File: src/rtl/apb_spi_regif_fifo.sv
// APB register interface for an SPI core: control registers, status, and TX/RX FIFOs
// sitting between the APB bus and the shifter.
module apb_spi_regif_fifo #(
  parameter int unsigned DATA_W      = 16,
  parameter int unsigned FIFO_DEPTH  = 8,
  parameter int unsigned ADDR_W      = 8,
  parameter int unsigned WAIT_STATES = 0
) (
  input  logic              PCLK,
  input  logic              PRESET,
  input  logic              PSEL,
  input  logic              PENABLE,
  input  logic              PWRITE,
  input  logic [ADDR_W-1:0] PADDR,
  input  logic [31:0]       PWDATA,
  output logic [31:0]       PRDATA,
  output logic              PREADY,
  output logic              PSLVERR,
  output logic [15:0]       CR1,
  output logic [7:0]        CR2,
  output logic              IRQ,
  input  logic              TX_RD_EN,
  output logic [DATA_W-1:0] TX_DATA,
  output logic              TX_EMPTY,
  input  logic              RX_WR_EN,
  input  logic [DATA_W-1:0] RX_DATA,
  output logic              RX_FULL,
  input  logic              CORE_BSY
);

  localparam int unsigned IDX_W = $clog2(FIFO_DEPTH);
  localparam int unsigned PTR_W = IDX_W + 1;
  localparam int unsigned CNT_W = 3;

  localparam logic [ADDR_W-1:0] A_CR1   = ADDR_W'(32'h00);
  localparam logic [ADDR_W-1:0] A_CR2   = ADDR_W'(32'h04);
  localparam logic [ADDR_W-1:0] A_SR    = ADDR_W'(32'h08);
  localparam logic [ADDR_W-1:0] A_DR    = ADDR_W'(32'h0C);
  localparam logic [ADDR_W-1:0] A_TXLVL = ADDR_W'(32'h10);
  localparam logic [ADDR_W-1:0] A_RXLVL = ADDR_W'(32'h14);

  typedef enum logic [1:0] {
    ST_IDLE   = 2'd0,
    ST_SETUP  = 2'd1,
    ST_ACCESS = 2'd2
  } state_e;

  state_e             state_q, state_d;
  logic [CNT_W-1:0]   wait_cnt_q, wait_cnt_d;

  logic [15:0]        cr1_q, cr1_d;
  logic [7:0]         cr2_q, cr2_d;
  logic               ovr_q, ovr_d;

  logic [PTR_W-1:0]   tx_wptr_q, tx_wptr_d, tx_rptr_q, tx_rptr_d;
  logic [PTR_W-1:0]   rx_wptr_q, rx_wptr_d, rx_rptr_q, rx_rptr_d;
  logic [DATA_W-1:0]  tx_mem_q [FIFO_DEPTH];
  logic [DATA_W-1:0]  rx_mem_q [FIFO_DEPTH];

  logic               in_access_c, pready_c;
  logic [CNT_W-1:0]   cnt_c;
  logic               sel_cr1_c, sel_cr2_c, sel_sr_c, sel_dr_c, sel_txlvl_c, sel_rxlvl_c;
  logic               err_c, wr_ok_c, rd_ok_c;
  logic [31:0]        rdata_c;
  logic [7:0]         sr_c;
  logic [PTR_W-1:0]   tx_lvl_c, rx_lvl_c;
  logic               tx_empty_c, tx_full_c, rx_empty_c, rx_full_c;
  logic               tx_push_c, tx_pop_c, rx_push_c, rx_pop_c, rx_drop_c;
  logic [DATA_W-1:0]  tx_head_c, rx_head_c;

  // FSM state register
  always_ff @(posedge PCLK or posedge PRESET) begin
    if (PRESET) begin
      state_q    <= ST_IDLE;
      wait_cnt_q <= '0;
    end else begin
      state_q    <= state_d;
      wait_cnt_q <= wait_cnt_d;
    end
  end

  // Next state: SETUP is entered once a setup phase has been seen; the first ACCESS cycle
  // is therefore qualified by state SETUP, later wait cycles by state ACCESS.
  always_comb begin
    state_d    = state_q;
    wait_cnt_d = wait_cnt_q;
    case (state_q)
      ST_IDLE: begin
        wait_cnt_d = '0;
        if (PSEL && !PENABLE) state_d = ST_SETUP;
      end
      ST_SETUP: begin
        wait_cnt_d = '0;
        if (!PSEL) begin
          state_d = ST_IDLE;
        end else if (PENABLE) begin
          if (pready_c) begin
            state_d = ST_IDLE;
          end else begin
            state_d    = ST_ACCESS;
            wait_cnt_d = CNT_W'(1);
          end
        end
      end
      ST_ACCESS: begin
        if (!(PSEL && PENABLE) || pready_c) begin
          state_d    = ST_IDLE;
          wait_cnt_d = '0;
        end else begin
          wait_cnt_d = wait_cnt_q + CNT_W'(1);
        end
      end
      default: begin
        state_d    = ST_IDLE;
        wait_cnt_d = '0;
      end
    endcase
  end

  // FSM outputs
  always_comb begin
    in_access_c = PSEL && PENABLE && (state_q != ST_IDLE);
    cnt_c       = (state_q == ST_ACCESS) ? wait_cnt_q : '0;
    pready_c    = in_access_c && (cnt_c == CNT_W'(WAIT_STATES));
  end

  // FIFO status from registered pointers
  always_comb begin
    tx_lvl_c   = tx_wptr_q - tx_rptr_q;
    rx_lvl_c   = rx_wptr_q - rx_rptr_q;
    tx_empty_c = (tx_wptr_q == tx_rptr_q);
    rx_empty_c = (rx_wptr_q == rx_rptr_q);
    tx_full_c  = (tx_lvl_c == PTR_W'(FIFO_DEPTH));
    rx_full_c  = (rx_lvl_c == PTR_W'(FIFO_DEPTH));
    tx_head_c  = tx_empty_c ? '0 : tx_mem_q[tx_rptr_q[IDX_W-1:0]];
    rx_head_c  = rx_empty_c ? '0 : rx_mem_q[rx_rptr_q[IDX_W-1:0]];
    sr_c       = {CORE_BSY || !tx_empty_c, ovr_q, 3'b000, tx_full_c, tx_empty_c, !rx_empty_c};
  end

  // Address decode, read mux and error detection
  always_comb begin
    sel_cr1_c   = (PADDR == A_CR1);
    sel_cr2_c   = (PADDR == A_CR2);
    sel_sr_c    = (PADDR == A_SR);
    sel_dr_c    = (PADDR == A_DR);
    sel_txlvl_c = (PADDR == A_TXLVL);
    sel_rxlvl_c = (PADDR == A_RXLVL);
    rdata_c     = '0;
    err_c       = 1'b0;
    if (sel_cr1_c) begin
      rdata_c = 32'(cr1_q);
    end else if (sel_cr2_c) begin
      rdata_c = 32'(cr2_q);
    end else if (sel_sr_c) begin
      rdata_c = 32'(sr_c);
      err_c   = PWRITE && ((PWDATA & ~32'h0000_0040) != 32'h0);
    end else if (sel_dr_c) begin
      rdata_c = 32'(rx_head_c);
      err_c   = PWRITE ? tx_full_c : rx_empty_c;
    end else if (sel_txlvl_c) begin
      rdata_c = 32'(tx_lvl_c);
      err_c   = PWRITE;
    end else if (sel_rxlvl_c) begin
      rdata_c = 32'(rx_lvl_c);
      err_c   = PWRITE;
    end else begin
      err_c   = 1'b1;
    end
    wr_ok_c = pready_c && PWRITE && !err_c;
    rd_ok_c = pready_c && !PWRITE && !err_c;
  end

  // FIFO handshakes; an RX pop in the same cycle makes room for a push at full
  always_comb begin
    tx_push_c = wr_ok_c && sel_dr_c;
    tx_pop_c  = TX_RD_EN && !tx_empty_c;
    rx_pop_c  = rd_ok_c && sel_dr_c;
    rx_push_c = RX_WR_EN && (!rx_full_c || rx_pop_c);
    rx_drop_c = RX_WR_EN && rx_full_c && !rx_pop_c;
  end

  // Register next values
  always_comb begin
    cr1_d     = cr1_q;
    cr2_d     = cr2_q;
    ovr_d     = ovr_q;
    tx_wptr_d = tx_wptr_q;
    tx_rptr_d = tx_rptr_q;
    rx_wptr_d = rx_wptr_q;
    rx_rptr_d = rx_rptr_q;
    if (wr_ok_c && sel_cr1_c) cr1_d = PWDATA[15:0];
    if (wr_ok_c && sel_cr2_c) cr2_d = PWDATA[7:0];
    if (tx_push_c) tx_wptr_d = tx_wptr_q + PTR_W'(1);
    if (tx_pop_c)  tx_rptr_d = tx_rptr_q + PTR_W'(1);
    if (rx_push_c) rx_wptr_d = rx_wptr_q + PTR_W'(1);
    if (rx_pop_c)  rx_rptr_d = rx_rptr_q + PTR_W'(1);
    if (wr_ok_c && sel_sr_c && PWDATA[6]) ovr_d = 1'b0;
    if (rx_drop_c) ovr_d = 1'b1;
  end

  always_ff @(posedge PCLK or posedge PRESET) begin
    if (PRESET) begin
      cr1_q     <= '0;
      cr2_q     <= '0;
      ovr_q     <= 1'b0;
      tx_wptr_q <= '0;
      tx_rptr_q <= '0;
      rx_wptr_q <= '0;
      rx_rptr_q <= '0;
    end else begin
      cr1_q     <= cr1_d;
      cr2_q     <= cr2_d;
      ovr_q     <= ovr_d;
      tx_wptr_q <= tx_wptr_d;
      tx_rptr_q <= tx_rptr_d;
      rx_wptr_q <= rx_wptr_d;
      rx_rptr_q <= rx_rptr_d;
    end
  end

  // FIFO storage needs no reset: contents are only visible through non-empty pointers
  always_ff @(posedge PCLK) begin
    if (tx_push_c) tx_mem_q[tx_wptr_q[IDX_W-1:0]] <= PWDATA[DATA_W-1:0];
    if (rx_push_c) rx_mem_q[rx_wptr_q[IDX_W-1:0]] <= RX_DATA;
  end

  always_comb begin
    PREADY   = pready_c;
    PSLVERR  = pready_c && err_c;
    PRDATA   = (pready_c && !PWRITE && !err_c) ? rdata_c : '0;
    CR1      = cr1_q;
    CR2      = cr2_q;
    IRQ      = (cr2_q[7] && tx_empty_c) || (cr2_q[6] && !rx_empty_c) || (cr2_q[5] && ovr_q);
    TX_DATA  = tx_head_c;
    TX_EMPTY = tx_empty_c;
    RX_FULL  = rx_full_c;
  end

endmodule
File: config.mk
export PLATFORM = sky130hd
export DESIGN_NAME = apb_spi_regif_fifo
export DESIGN_NICKNAME = d
export VERILOG_FILES = /design/src/rtl/apb_spi_regif_fifo.sv
export SDC_FILE = /design/constraint.sdc
export NUM_CORES = 1
export LEC_CHECK = 0
export BUFFER_PORTS_ARGS = -buffer_cell sky130_fd_sc_hd__buf_2
export CAP_MARGIN = 20
export CORE_UTILIZATION = 55
export DETAILED_ROUTE_END_ITERATION = 8
export PLACE_DENSITY_LB_ADDON = 0.25
export RECOVER_POWER = 100
export SLEW_MARGIN = 20
export SYNTH_ARGS = -nofsm -noshare
export SYNTH_HDL_FRONTEND = slang
export SYNTH_SLANG_ARGS = --single-unit
export TNS_END_PERCENT = 100
File: constraint.sdc
create_clock -name PCLK -period 5.35 [get_ports PCLK]
set_clock_uncertainty 0.1 [all_clocks]
set_input_delay 1.07 -clock PCLK [delete_from_list [all_inputs] [get_ports PCLK]]
set_output_delay 1.07 -clock PCLK [all_outputs]
set_load 0.005 [all_outputs]
## Word level (Yosys, flattened, before mapping)

Memory sizes are Yosys's and may differ from the RTL's.
Index checks and enable logic that the tools add are counted.

- Output and inout port bits: 77
- Memories kept: 2
- Register bits after elaboration: 46
- Latch bits: 0
- Memory bits (writable): 256
- Memory bits (read-only): 0

- Multiply operators: 0
- Reduce and logical (&&, ||, !) cells: 43
- Mux-type cells: 34
- Magnitude comparators: 0
- $add $sub $neg: 7
- Bitwise operators: 0
- Shift-type cells: 0
- Divide/modulo/power cells: 0
- Equality and inequality tests: 14

Memories:

| memory | depth | bits a word | read ports | clocked after Yosys merged registers in | write ports | line | source |
|---|---|---|---|---|---|---|---|
| rx_mem_q | 8 | 16 | 1 | 0 | 1 | 58 | `logic [DATA_W-1:0] rx_mem_q [FIFO_DEPTH];` |
| tx_mem_q | 8 | 16 | 1 | 0 | 1 | 57 | `logic [DATA_W-1:0] tx_mem_q [FIFO_DEPTH];` |

Operators with widths:

| kind | count |
|---|---|
| 16-bit 2-to-1 mux | 6 |
| 32-bit 2-to-1 mux | 1 |
| 32-bit nonzero test | 1 |
| 1-bit logical AND | 23 |
| 4-bit by 1-bit adder with 4-bit output (second input constant) | 4 |
| 8-bit by 4-bit equality test with 1-bit output (second input constant) | 2 |
| 8-bit by 5-bit equality test with 1-bit output (second input constant) | 2 |
| 1-bit 2-to-1 mux | 16 |
| 2-bit 2-to-1 mux | 5 |
| 4-bit equality test | 2 |
| 4-bit equality test (second input constant) | 2 |
| 8-bit by 3-bit equality test with 1-bit output (second input constant) | 1 |
| 1-bit zero test | 8 |
| 8-bit zero test | 1 |
| 4-bit 2-to-1 mux | 2 |
| 4-bit subtractor | 2 |
| 3-bit 2-to-1 mux | 2 |
| 2-bit case mux with 3 select lines | 1 |
| 3-bit case mux with 2 select lines | 1 |
| 1-bit logical OR | 5 |
| 2-bit inequality test (second input constant) | 2 |
| 2-bit nonzero test | 2 |
| 3-bit by 1-bit adder with 3-bit output (second input constant) | 1 |
| 3-bit zero test | 1 |
| other kinds (5) | 5 |

## Logic depth before layout (Yosys ltp)

- Depth after elaboration: 14
- Mapped depth: 12

## Least setup slack after synthesis

OpenSTA, ideal clock, no wires.

- Kind: input-to-reg
- Start point: in PADDR[4]
- End point: mem tx_mem_q[0][0], enable pin
- Library setup time: 430 ps
- Data required time: 4820 ps
- Cell stages on the path: 6
- Buffers on the path: 1
- Path slack: 1121 ps
- Arrival time: 3698 ps
- Cells stage by stage: buf_2 nor3_2 nand2_1 nor2_1 nand3_1 nor4_1

- Longest elaborated chain between the ends: 12
- Elaborated cells between the ends (all ways): 17

Ends and longest elaborated chain:

| item | line | source |
|---|---|---|
| from (decl) | 14 | `input logic [ADDR_W-1:0] PADDR,` |
| 8-bit by 5-bit equality test with 1-bit output | 147 | `sel_rxlvl_c = (PADDR == A_RXLVL);` |
| 1-bit 2-to-1 mux | 163 | `end else if (sel_rxlvl_c) begin` |
| 1-bit 2-to-1 mux | 160 | `end else if (sel_txlvl_c) begin` |
| 1-bit 2-to-1 mux | 157 | `end else if (sel_dr_c) begin` |
| 1-bit 2-to-1 mux | 154 | `end else if (sel_sr_c) begin` |
| 1-bit 2-to-1 mux | 152 | `end else if (sel_cr2_c) begin` |
| 1-bit 2-to-1 mux | 150 | `if (sel_cr1_c) begin` |
| 1-bit zero test | 169 | `wr_ok_c = pready_c && PWRITE && !err_c;` |
| 1-bit logical AND | 169 |  |
| 1-bit logical AND * | 175 | `tx_push_c = wr_ok_c && sel_dr_c;` |
| 1-bit 2-to-1 mux * | 223 | `if (tx_push_c) tx_mem_q[tx_wptr_q[IDX_W-1:0]] <= PWDATA[DATA_W-1:0];` |
| 1-bit 2-to-1 mux (not written as such) * | 223 |  |
| to (decl) | 57 |  |

Mark *: on every way between the ends. The rest lies on a longest branch, timed or not.

## Worst setup path after layout

- Start point: in PWDATA[0]
- End point: out PRDATA[2]

- Longest elaborated chain between the ends: 8

Ends and longest elaborated chain:

| item | line | source |
|---|---|---|
| from (decl) | 15 | `input logic [31:0] PWDATA,` |
| 32-bit nonzero test | 156 | `err_c = PWRITE && ((PWDATA & ~32'h0000_0040) != 32'h0);` |
| 1-bit logical AND | 156 |  |
| 1-bit 2-to-1 mux | 154 |  |
| 1-bit 2-to-1 mux | 152 |  |
| 1-bit 2-to-1 mux | 150 |  |
| 1-bit zero test | 230 | `PRDATA = (pready_c && !PWRITE && !err_c) ? rdata_c : '0;` |
| 1-bit logical AND | 230 |  |
| 32-bit 2-to-1 mux | 230 |  |
| to (decl) | 16 | `output logic [31:0] PRDATA,` |

Every way passes these cells.

==> summary.txt <==
Post-Place Worst Slack = 0.757 ns
Clk pwr share = 32.7%
Biggest area consumer among synthesized cells = edfxtp_1
Critical Path Slowest Stage Cell = or3_1
Status = finished, violations left
Most instantiated flip-flop cell in the synthesis netlist = edfxtp_1
Share of Yosys cell area claimed by the top area cell type = 60.0%
Core utilization of the finished layout = 63.8%
Number of instances in the synthesized netlist = 771
Total number of nets in the final design = 994
Gp weighted congestion = 0.847
Pin count of the biggest net entering global routing = 47
Layout cell share with drive strength beyond 1 = 21.7%
R2R Path Start = rx_wptr_q[0]
Iteration-0 DRC Markers = 679
Sink of the worst hold path = tx_wptr_q[3]
Height of the chip = 155 um
Area overhead of the layout relative to synthesis = 13.1%
Slowest stage delay, CP = 0.63 ns
Timing-limited maximum frequency = 0.212 GHz
Top-Level Pins = 141
Effective utilization at floorplan = 56.4%
Average detailed-routed wire length per instance = 23.9 um
Post-synthesis sequential area ratio = 69.0%
Worst IR Drop VDD = 297 uV
Class of the tightest hold or removal check = reg2reg
Total clock buffers created by CTS = 29
Switching part of the total power = 27.0%
Post-CTS Repair Setup Buffers = 0
Post-route clock period utilization = 88.1%
PnR worst setup slack = 0.638 ns
Overall die width = 155 um
CTS tree = built
P_sw = 1660 uW
Total standard cell area after synthesis = 0.0128 mm2
Worst-case reg-to-reg path depth = 8
Crit path kind = in2out
CTS hold repair buffers = 0
# port buffers = 124
Root buffer selected by CTS = clkbuf_16
First-pass detailed-route iteration total = 5
Clock sink count = 302
CP Data Arrival Time = 3.54 ns
Dominant combinational cell family by area after synthesis = multiplexers
XOR/XNOR Fraction of Synth Area = 1.23%
Unique cell type count in the Yosys netlist = 57
Sequential group share of total power = 46.3%
Worst relative slew slack = -72.3%
CP top delay family = simple AND/OR/NAND/NOR gates
Count of warnings emitted by yosys = 0
Top-count cell post-synth = edfxtp_1
Maximum fanout along the worst path = 16
Nature of the critical path startpoint = input pin
Power consumption = 6140 uW
FFs w/ async S/R, synth = 15.2%
Clock Path Buffers = 3
Most instantiated cells after synthesis = edfxtp_1 (256), nand2_1 (86), mux4_2 (63), dfrtp_1 (46), mux2_2 (28)
Number of max-cap violations = 1
Internal power contribution = 4490 uW
WP data required = 4.18 ns
Hold slack final = 0.385 ns
Area share of and/or/nand/nor cells after synthesis = 7.84%
Slack of the worst reg-to-reg path = 1.00 ns
P per Cell Area = 424 mW/mm2
DR vias = 7330
Final setup violation count = 0
Overall global routing resource usage = 24.9%
Final routed wirelength across all metal layers = 29100 um
Synthesis-stage register bit count = 302
Antenna cell count = 0
Number of slew-limit violations in the final report = 47
Number of synthesized flops with an enable pin = 256
Gates resized, CTS repair = 0
LEAKAGE = 0.00511 uW
Fraction of power consumed by combinational cells = 21.0%
Post-Synthesis Mean Instance Area = 16.6 um2
Violations in the final reports = capacitance limit, slew limit
Number of antenna violations at the first check in global routing = 1
Residual overflow from global routing = 0
Deepest level of the CTS H-tree = 1
Vias in the first global route = 7387
Global-route wire length before repair = 43700 um
Number of cell rows = 55
Adder-Cell Fraction of Synth Area = 1.68%
Largest cells by area after synthesis = edfxtp_1 (60%), mux4_2 (11%), dfrtp_1 (9.0%), nand2_1 (2.5%), mux2_2 (2.5%)
Unrepaired setup endpoints after global routing = false
Register clock-pin slew on the reported worst setup and hold paths = 0.06 ns
Core Area = 0.0227 mm2
Time the worst path needs with I/O delays and setup = 4.71 ns
Buf/Inv on CP = 2
Final Hold Fails = 0
Worst Tran Pin Value = 2.58 ns
Origin of the worst min-delay path = tx_wptr_q[3]
Detailed Place HPWL = 19100 um
Portion of netlist area occupied by mux cells = 14.6%
Compound-gate portion of the synthesized area = 2.99%
Count of nets left with antenna violations after detail routing = 0
Worst setup EP type = output port
Remaining routing DRC violations = 0
Cell occurring most often along the worst timing path = clkbuf_1
Endpoint of the most critical register-to-register path = rx_mem_q[5][10]
Detail-routed via count per cell = 6.02
Critical path, cell by cell = clkbuf_1 > nor4_1 > nand4_1 > nor2_1 > a31oi_1 > or3_1 > a221oi_1 > clkbuf_1
Latest clock arrival within the worst-skew pair = 0.55 ns
Die Outline Area = 0.0239 mm2
Total Neg Setup Slack = 0 ns
Number of cells on the worst hold path = 1
-- metal layers --
metal | routed length [um] | up-vias | global-route usage (%) | part of all wire, %
li1 | - | 3248 | - | -
met1 | 11400 | 3715 | 33.8 | 39
met2 | 14700 | 326 | 42.3 | 50
met3 | 2520 | 39 | 4.57 | 8.6
met4 | 489 | 2 | 5.70 | 1.7
met5 | 12 | - | 0 | 0.041
-- cells in the final DEF (no fill, tap or decap), drive strengths merged, types with 14 or more instances in the layout --
| cell | synthesis | final |
|---|---|---|
| nor2 | 27 | 27 |
| inv | 13 | 14 |
| edfxtp | 256 | 256 |
| conb | 1 | 16 |
| dfrtp | 46 | 46 |
| nand2 | 87 | 87 |
| mux2 | 29 | 29 |
| clkbuf | 21 | 128 |
| buf | 32 | 57 |
| nor3 | 20 | 20 |
| ha | 14 | 14 |
| a21oi | 27 | 27 |
| mux4 | 63 | 63 |
-- worst max path at each step --
stage / startpoint / endpoint / cells past startpoint
6_report: PWDATA[0] / PRDATA[2] / 8
5_1_grt: PWDATA[0] / PRDATA[2] / 8
2_1_floorplan: PADDR[4] / tx_mem_q[0][0] / 6
3_3_place_gp: PADDR[5] / PRDATA[2] / 8
4_1_cts: PWDATA[0] / PRDATA[2] / 8
3_5_place_dp: PWDATA[0] / PRDATA[2] / 8
-- flip-flops by register name (all words and copies together), names as in the netlist --
signal	count
rx_mem_q	128
state_q	2
wait_cnt_q	3
tx_rptr_q	4
CR1	16
rx_wptr_q	4
ovr_q	1
CR2	8
tx_mem_q	128
rx_rptr_q	4
tx_wptr_q	4
-- cell type report --
cell class	instances	area [um2]
Multi-Input combinational cell	417	3650
Tap cell	285	357
Clock inverter	15	178
Sequential cell	302	8840
Inverter	14	52.6
Fill cell	1655	8220
Timing Repair Buffer	150	666
Clock buffer	35	748
-- power groups by stage --
stage / Sequential, uW / Combinational [uW] / Clock [uW]
3_5_place_dp: 2890 / 1350 / 0
6_report: 2840 / 1290 / 2010
5_1_grt: 2860 / 1430 / 2120
3_3_place_gp: 2880 / 1330 / 0
4_1_cts: 2850 / 1360 / 2030
2_1_floorplan: 2850 / 927 / 0
-- stage by stage --
stage | cells | instance area (um2)
after floorplan | 786 | 12900
after global placement | 1168 | 13800
after detailed placement | 1168 | 13800
after CTS | 1218 | 14700
after global routing | 1218 | 14500
final | 1218 | 14500
-- cell families after synthesis --
| group | after synthesis |
|---|---|
| and+or+nand+nor | 200 |
| adders and majority gates | 16 |
| muxes | 104 |
| DFF | 302 |
| xor gates and xnor gates | 18 |
| buffers and inverters | 67 |
| AOI/OAI and AO/OA | 63 |
| other | 1 |
Power figures use the tool's default switching activity.
